## config.mk

```make
export PLATFORM = sky130hd
export DESIGN_NAME = us_timer_sched
export DESIGN_NICKNAME = d
export VERILOG_FILES = /design/src/rtl/us_timer_sched.sv
export SDC_FILE = /design/constraint.sdc
export NUM_CORES = 1
export LEC_CHECK = 0
export ABC_CLOCK_PERIOD_IN_PS = 4600
export CORE_ASPECT_RATIO = 1.2
export CORE_MARGIN = 1
export CORE_UTILIZATION = 40
export DETAILED_ROUTE_END_ITERATION = 8
export HOLD_SLACK_MARGIN = 0.06
export PLACE_DENSITY = 0.69
export SYNTH_ARGS = -nofsm -noshare
export SYNTH_HDL_FRONTEND = slang
export SYNTH_SLANG_ARGS = --single-unit
```

## constraint.sdc

```tcl
create_clock -name clk6x -period 4.6 [get_ports clk6x]
set_clock_uncertainty 0.05 [all_clocks]
set_input_delay 1.15 -clock clk6x [delete_from_list [all_inputs] [get_ports clk6x]]
set_output_delay 1.15 -clock clk6x [all_outputs]
set_load 0.02 [all_outputs]
```

## src/rtl/us_timer_sched.sv

```systemverilog
// Multi-channel microsecond timer: NCH channels share the 1 us tick, each one-shot or periodic.
// Optional `US_TIMER_SCHED_MS_PRESCALE_EN adds a 1000:1 prescaler so channels can count in ms.
module us_timer_sched #(
  parameter int unsigned NCH = 4,
  parameter int unsigned CW  = 16
) (
  input  logic           clk6x,
  input  logic           resetn,
  input  logic           ck1us_i,
  input  logic           cmd_valid,
  output logic           cmd_ready,
  input  logic [2:0]     cmd_ch,
  input  logic [1:0]     cmd_op,
  input  logic           cmd_unit,
  input  logic [CW-1:0]  cmd_value,
  output logic [NCH-1:0] active,
  output logic [NCH-1:0] expired
);

  typedef enum logic [1:0] {
    ST_IDLE     = 2'd0,
    ST_ONESHOT  = 2'd1,
    ST_PERIODIC = 2'd2
  } state_t;

  typedef enum logic [1:0] {
    OP_NOP            = 2'd0,
    OP_START_ONESHOT  = 2'd1,
    OP_START_PERIODIC = 2'd2,
    OP_STOP           = 2'd3
  } op_t;

  state_t          state_q  [NCH];
  state_t          state_n  [NCH];
  logic [CW-1:0]   cnt_q    [NCH];
  logic [CW-1:0]   cnt_n    [NCH];
  logic [CW-1:0]   reload_q [NCH];
  logic [CW-1:0]   reload_n [NCH];
  logic [NCH-1:0]  exp_q;
  logic [NCH-1:0]  exp_n;
  logic [NCH-1:0]  chan_tick;
  logic            ready_q;
  logic            accept;
  op_t             op;

  assign op = op_t'(cmd_op);

  always_ff @(posedge clk6x or negedge resetn) begin
    if (!resetn) ready_q <= 1'b0;
    else         ready_q <= 1'b1;
  end

  // Commands are held off during tick cycles so they never race the count update.
  assign cmd_ready = ready_q & ~ck1us_i;
  assign accept    = cmd_valid & cmd_ready;

`ifdef US_TIMER_SCHED_MS_PRESCALE_EN
  logic [9:0]     presc_q;
  logic           ms_tick;
  logic [NCH-1:0] unit_q;
  logic [NCH-1:0] unit_n;

  assign ms_tick = ck1us_i && (presc_q == 10'd999);

  always_ff @(posedge clk6x or negedge resetn) begin
    if (!resetn)      presc_q <= '0;
    else if (ck1us_i) presc_q <= ms_tick ? '0 : presc_q + 10'd1;
  end

  always_comb begin
    for (int unsigned i = 0; i < NCH; i++)
      chan_tick[i] = unit_q[i] ? ms_tick : ck1us_i;
  end
`else
  logic unused_cmd_unit;
  assign unused_cmd_unit = cmd_unit;
  assign chan_tick = {NCH{ck1us_i}};
`endif

  always_comb begin
    for (int unsigned i = 0; i < NCH; i++) begin
      state_n[i]  = state_q[i];
      cnt_n[i]    = cnt_q[i];
      reload_n[i] = reload_q[i];
      exp_n[i]    = 1'b0;
`ifdef US_TIMER_SCHED_MS_PRESCALE_EN
      unit_n[i]   = unit_q[i];
`endif
      if (accept && (cmd_ch == 3'(i))) begin
        case (op)
          OP_START_ONESHOT, OP_START_PERIODIC: begin
            if (cmd_value != '0) begin
              state_n[i]  = (op == OP_START_ONESHOT) ? ST_ONESHOT : ST_PERIODIC;
              cnt_n[i]    = cmd_value;
              reload_n[i] = cmd_value;
`ifdef US_TIMER_SCHED_MS_PRESCALE_EN
              unit_n[i]   = cmd_unit;
`endif
            end else begin
              state_n[i] = ST_IDLE;
              exp_n[i]   = 1'b1;
            end
          end
          OP_STOP: state_n[i] = ST_IDLE;
          default: ;
        endcase
      end else if ((state_q[i] != ST_IDLE) && chan_tick[i]) begin
        if (cnt_q[i] > CW'(1)) begin
          cnt_n[i] = cnt_q[i] - CW'(1);
        end else begin
          exp_n[i] = 1'b1;
          if (state_q[i] == ST_ONESHOT) state_n[i] = ST_IDLE;
          else                          cnt_n[i]   = reload_q[i];
        end
      end
    end
  end

  always_ff @(posedge clk6x or negedge resetn) begin
    if (!resetn) begin
      for (int unsigned i = 0; i < NCH; i++) begin
        state_q[i]  <= ST_IDLE;
        cnt_q[i]    <= '0;
        reload_q[i] <= '0;
      end
      exp_q <= '0;
`ifdef US_TIMER_SCHED_MS_PRESCALE_EN
      unit_q <= '0;
`endif
    end else begin
      for (int unsigned i = 0; i < NCH; i++) begin
        state_q[i]  <= state_n[i];
        cnt_q[i]    <= cnt_n[i];
        reload_q[i] <= reload_n[i];
      end
      exp_q <= exp_n;
`ifdef US_TIMER_SCHED_MS_PRESCALE_EN
      unit_q <= unit_n;
`endif
    end
  end

  always_comb begin
    for (int unsigned i = 0; i < NCH; i++)
      active[i] = (state_q[i] != ST_IDLE);
  end

  assign expired = exp_q;

endmodule
```

==> results_dict.tcl, run 1 <==
set metrics [dict create \
    run_status "complete, no violations" \
    number_of_global_route_vias_before_repair 6825 \
    post_synth.cell_area_avg_sq_um 9.18 \
    post_synth_inst_count 889 \
    clock-root-buffer "clkbuf_16" \
    ys.warnings.count 0 \
    detailedRoute.firstIterationViolations 720 \
    max_slew.worst_pin.slew_ns 1.18 \
    die_y_um 159 \
    cts.htree.levels 4 \
    globalRoute.totalOverflow 0 \
    crit_path_end_kind "register" \
    crit_path_start_kind "input port" \
    placementRows 56 \
    finish.net_count 950 \
    ctsHoldBuffers 0 \
    ys_async_sr_fraction_pct 100 \
    cts.repair.resized 0 \
    cts.clk_slew.worst_paths_ns 0.05 \
    finalHoldViolations 0 \
    hold_class "register to register" \
    pin_count_of_the_biggest_net_entering_global_routing 96 \
    gp_congestion 0.904 \
    insertion_delay_ns 0.43 \
    post_route_cells_drive_above_1_share_pct 16.2 \
    cts_tree "done" \
    pwr_density_cell_nw_per_um2 473 \
    total_power_uw 4380 \
    route.vias.total 7116 \
    worst_ep_required_ns 4.86 \
    fin_area_sq_um 9260 \
    grt_setup_unrepaired "no" \
    route.antenna.remaining_nets 0 \
    vias_per_cell 6.02 \
    seq_area_frac_synth_pct 43.2 \
    synth_edf_count 0 \
    critPathKind "input port to register" \
    die_w_um 132 \
    max-cap-violations 0 \
    synth_top_cells_by_area "dfrtp_1, mux2_2, o21ai_0" \
    power_leakage_uw 0.00384 \
    ctsLongestPathBuffers 2 \
    synth_top_area_share_pct 43.2 \
    total_cell_area_at_the_placement_stage_sq_um 8750 \
    post_route_fraction_of_the_period_consumed_by_the_critical_path_pct 87.4 \
    fp.coreArea_sq_um 19800 \
    synth_top_area_cell "dfrtp_1" \
    clock_sink_count 141 \
    yosys_register_bits 141 \
    tritoncts.num_buffers 17 \
    floorplan.die_area_sq_um 21000 \
    finish.utilization_pct 46.9 \
    dr.pass1.iters 6 \
    route.detailed.drc 0 \
    grt_pass1_wl_um 36700 \
    postSynthNetCount 925 \
    ir_drop_v 0.000288 \
    fin_tns_setup_ns 0 \
    synthFlopType "dfrtp_1" \
    synth_area_sq_um 8170 \
    layout_min_cycle_time_ns 4.02 \
    track_usage_pct 22.5 \
    final_setup_viols 0 \
    critical_path.max_fanout 14 \
    post-dp-hpwl_um 15000 \
    post-cts-setup-buffer-count 0 \
    ioPinCount 35 \
    timing.slew.headroom_pct 20.4 \
    postRouteWirelength_um 22700 \
    areaGrowthSynthToFinish_pct 13.4 \
    cp_data_arrival_time_ns 4.28 \
    io_buf_count 33 \
    fmaxAchievable_mhz 249 \
    start_util_pct 41.3 \
    final-max-slew-violation-count 0 \
    wire_per_inst_um 19.2 \
    antenna-diode-count 0 \
    initial_antenna_violation_count 0 \
    post_synth_num_cell_types 79 \
]
==> Yosys cell counts, types with 10 or more instances <==
cell and number:
dfrtp_1 141, a22o_1 15, o21ai_0 86, a21oi_1 24
nor4_1 27, a31oi_1 21, ha_1 10, or3_1 10
nand2_1 79, a211oi_1 24, o31ai_1 29, nor2_1 108
buf_2 17, nand3_1 22, clkbuf_1 23, mux2_2 61
inv_1 17, nor3_1 33
==> cells by family (layout without fill, tap and decap cells) <==
logic type,Yosys count,after routing,share of synthesized area (%)
simple gates,341,341,20.7
compound gates,252,252,20.5
flops,141,141,43.2
buf+inv,78,111,5.00
mux,66,66,9.03
fa+ha+maj,10,10,1.53
other cells,1,1,0.0459
==> flip-flops by register name, summed over array words and instances (netlist names) <==
signal,cells
reload_q,64
cnt_q,64
state_q,8
ready_q,1
expired,4
==> area by class of cell <==
cell class              count  area, sq um
flip-flops and latches    141         3530
well taps                 261          327
inverters                  17         63.8
multi-input cells         670         4230
fillers                  1928        10500
repair buffers             67          599
clock inverters             2         10.0
clock buffers              25          505
==> layer usage <==
metal / global-route usage [%] / wire length, um / vias up
met3: 4.33 / 1250 / 46
met5: 0 / 0 / -
met1: 29.5 / 10100 / 3489
met2: 36.3 / 10600 / 244
li1: - / - / 3337
met4: 9.96 / 765 / 0
==> stage by stage <==
| stage | hold slack [ns] | cells | worst slack (ns) |
|---|---|---|---|
| 5_1_grt | 0.464 | 1183 | 0.347 |
| 2_1_floorplan | 0.413 | 889 | 1.55 |
| 3_3_place_gp | 0.429 | 1156 | 0.285 |
| 4_1_cts | 0.452 | 1183 | 0.667 |
| 3_5_place_dp | 0.438 | 1156 | 0.239 |
| 6_report | 0.451 | 1183 | 0.582 |
==> worst max-delay path, cell delays in order <==
cell,delay (ns)
clkdlybuf4s50_1,0.52
nand4bb_1,0.44
buf_4,0.28
nor3_2,0.29
a22oi_1,0.14
a41oi_1,0.91
o21ai_0,0.25
a22o_1,0.29
==> cells in the final DEF, fill, tap and decap left out, drive strengths merged, types with 25 or more instances in the layout <==
cell and n:
clkdlybuf4s50 32, dfrtp 141, nor3 37, nand2 79, nor4 28, buf 35, mux2 61, nor2 109
o21ai 87, clkbuf 25, o31ai 29
==> power breakdown <==
group	switching, uW	internal (uW)
clock network	503	743
logic	690	535
registers	334	1570
==> path summary, 6_finish.rpt <==
kind	start	endpoint	slack, ns	cells past startpoint
hold reg to reg	reload_q[13]	reload_q[13]	0.45	1
hold / removal	reload_q[13]	reload_q[13]	0.45	1
min in group asynchronous	resetn	reload_q[18]	0.75	1
setup / recovery	ck1us_i	cnt_q[21]	0.58	8
max in group asynchronous	resetn	cnt_q[7]	2.96	2
setup reg to reg	ready_q	cnt_q[21]	1.64	7
Power figures use the tool's default switching activity.
==> inputs of run 2 (changes only) <==
Settings changed: GPL_ROUTABILITY_DRIVEN from default to 0.
==> results of run 2 <==
No change in the layout: final DEF, timing and power equal those of run 1.
==> inputs of run 3 (changes only) <==
Settings changed: CAP_MARGIN from default to 20.
==> run 3 against run 2 <==
Total power barely moved. Non-clock buffer count rose by 1. Worst hold slack got worse by 0.00099 ns. Critical endpoint is now cmd_ready. Largest cell class unchanged.
==> results_dict.tcl, run 3 (synthesis results as in run 1) <==
set metrics [dict create \
    timing.slew.headroom_pct 32.2 \
    final_critical_path_setup_slack_ns 0.690 \
    timing.critical_path.max_delay_family "buffers and inverters" \
    clock_power_share_pct 28.4 \
    cts.htree.levels 4 \
    post_route_fraction_of_the_period_consumed_by_the_critical_path_pct 85.0 \
    finalHoldViolations 0 \
    layout_min_cycle_time_ns 3.91 \
    final_cell_mix "dfrtp_1, nor2_1, o21ai_0" \
    fp.coreArea_sq_um 19800 \
    route.met2.wl_um 10600 \
    reg.largest.list "cnt_q x64, reload_q x64, state_q x8" \
    cts.repair.resized 0 \
    critical_path.n_buffers_inverters 3 \
    placementRows 56 \
    detailedRoute.firstIterationViolations 730 \
    pin_count_of_the_biggest_net_entering_global_routing 96 \
    slowest_delay_ns 0.63 \
    highest-signal-layer "met4" \
    wire_per_inst_um 19.2 \
    worstRegToRegCells 6 \
    ctsHoldBuffers 0 \
    tritoncts.num_buffers 17 \
    die_w_um 132 \
    cts.clk_slew.worst_paths_ns 0.05 \
    dr.pass1.iters 6 \
    cts_tree "done" \
    dr_wl_met3_um 1370 \
    route.detailed.drc 0 \
    track_usage_pct 22.5 \
    hold_class "register to register" \
    ctsLongestPathBuffers 2 \
    route.vias.total 7117 \
    start_util_pct 41.3 \
    dp_slack_ns 0.239 \
    cp.depth 4 \
    p_sw_uw 1520 \
    timing.critical_path.cells "clkdlybuf4s50_1, buf_4, nor2b_1, clkdlybuf4s50_1" \
    postRouteWirelength_um 22700 \
    route.antenna.remaining_nets 0 \
    critPathKind "input port to primary output" \
    post-cts-setup-buffer-count 0 \
    antenna-diode-count 0 \
    max-cap-violations 0 \
    fin_tns_setup_ns 0 \
    ir_drop_v 0.000286 \
    cpMostUsedCell "clkdlybuf4s50_1" \
    netSwitchingFraction_pct 34.8 \
    initial_antenna_violation_count 0 \
    grt_setup_unrepaired "no" \
    timing.critical_path.slowest_stage_cell "clkdlybuf4s50_1" \
    cp_data_arrival_time_ns 2.71 \
    vias_per_cell 6.01 \
    die_y_um 159 \
    insertion_delay_ns 0.43 \
    pwr_density_cell_nw_per_um2 472 \
    crit_path_end_kind "primary output" \
    final_setup_viols 0 \
    fmaxAchievable_mhz 256 \
    power_report.internal_total_uw 2850 \
    layout.cells.most_common "dfrtp_1" \
    post_route_cells_drive_above_1_share_pct 16.3 \
    hold_path_depth 1 \
    share_seq_of_total_power_pct 43.6 \
    io_buf_count 33 \
    number_of_global_route_vias_before_repair 6825 \
    finish.net_count 951 \
    critical_path.max_fanout 9 \
    areaGrowthSynthToFinish_pct 13.5 \
    clock_sink_count 141 \
    ioPinCount 35 \
    worst_ep_required_ns 3.40 \
    combPwrFrac_pct 28.0 \
    grt_pass1_wl_um 36700 \
    globalRoute.totalOverflow 0 \
    floorplan.die_area_sq_um 21000 \
    post-dp-hpwl_um 15000 \
    run_status "complete, no violations" \
    power_leakage_uw 0.00385 \
    clock-root-buffer "clkbuf_16" \
    final-max-slew-violation-count 0 \
    detail_route.wirelength.met1_um 9960 \
    max_slew.worst_pin.slew_ns 1.01 \
    crit_path_start_kind "input port" \
]
## run 3: worst paths after layout
| check | startpoint | endpoint | slack, ns |
|---|---|---|---|
| min reg2reg | reload_q[13] | reload_q[13] | 0.45 |
| max reg2reg | cnt_q[2] | cnt_q[4] | 1.70 |
| min in group asynchronous | resetn | reload_q[18] | 0.75 |
| min | reload_q[13] | reload_q[13] | 0.45 |
| max in group asynchronous | resetn | reload_q[0] | 2.95 |
| max | ck1us_i | cmd_ready | 0.69 |
## run 3: layer usage
| metal | vias up | GRT usage (%) |
|---|---|---|
| li1 | 3340 | - |
| met1 | 3483 | 29.5 |
| met2 | 250 | 36.3 |
| met3 | 44 | 4.33 |
| met4 | 0 | 9.96 |
| met5 | - | 0 |
## run 3: per-stage QoR
step                      hold slack [ns]  cells  total power, uW  util [%]  cell area, sq um
after floorplan                     0.413    889             2770         -              8170
after global placement              0.429   1156             3090      44.3              8750
after detailed placement            0.438   1156             3120      44.3              8750
after CTS                           0.452   1183             4380      46.9              9260
after global routing                0.464   1184             4640      46.9              9270
final                               0.450   1184             4380      46.9              9270
## run 3: power groups by stage
stage	Clock (uW)	Sequential, uW	Combinational (uW)
2_1_floorplan	0	1820	945
3_3_place_gp	0	1900	1180
3_5_place_dp	0	1910	1210
4_1_cts	1260	1900	1220
5_1_grt	1310	1960	1380
6_report	1240	1910	1220
## run 3: cell type report
type / instances / area, sq um
Tap cell: 261 / 327
Sequential cell: 141 / 3530
Fill cell: 1928 / 10500
Inverter: 17 / 63.8
Multi-Input combinational cell: 670 / 4230
Clock inverter: 2 / 10.0
Clock buffer: 25 / 505
Timing Repair Buffer: 68 / 607
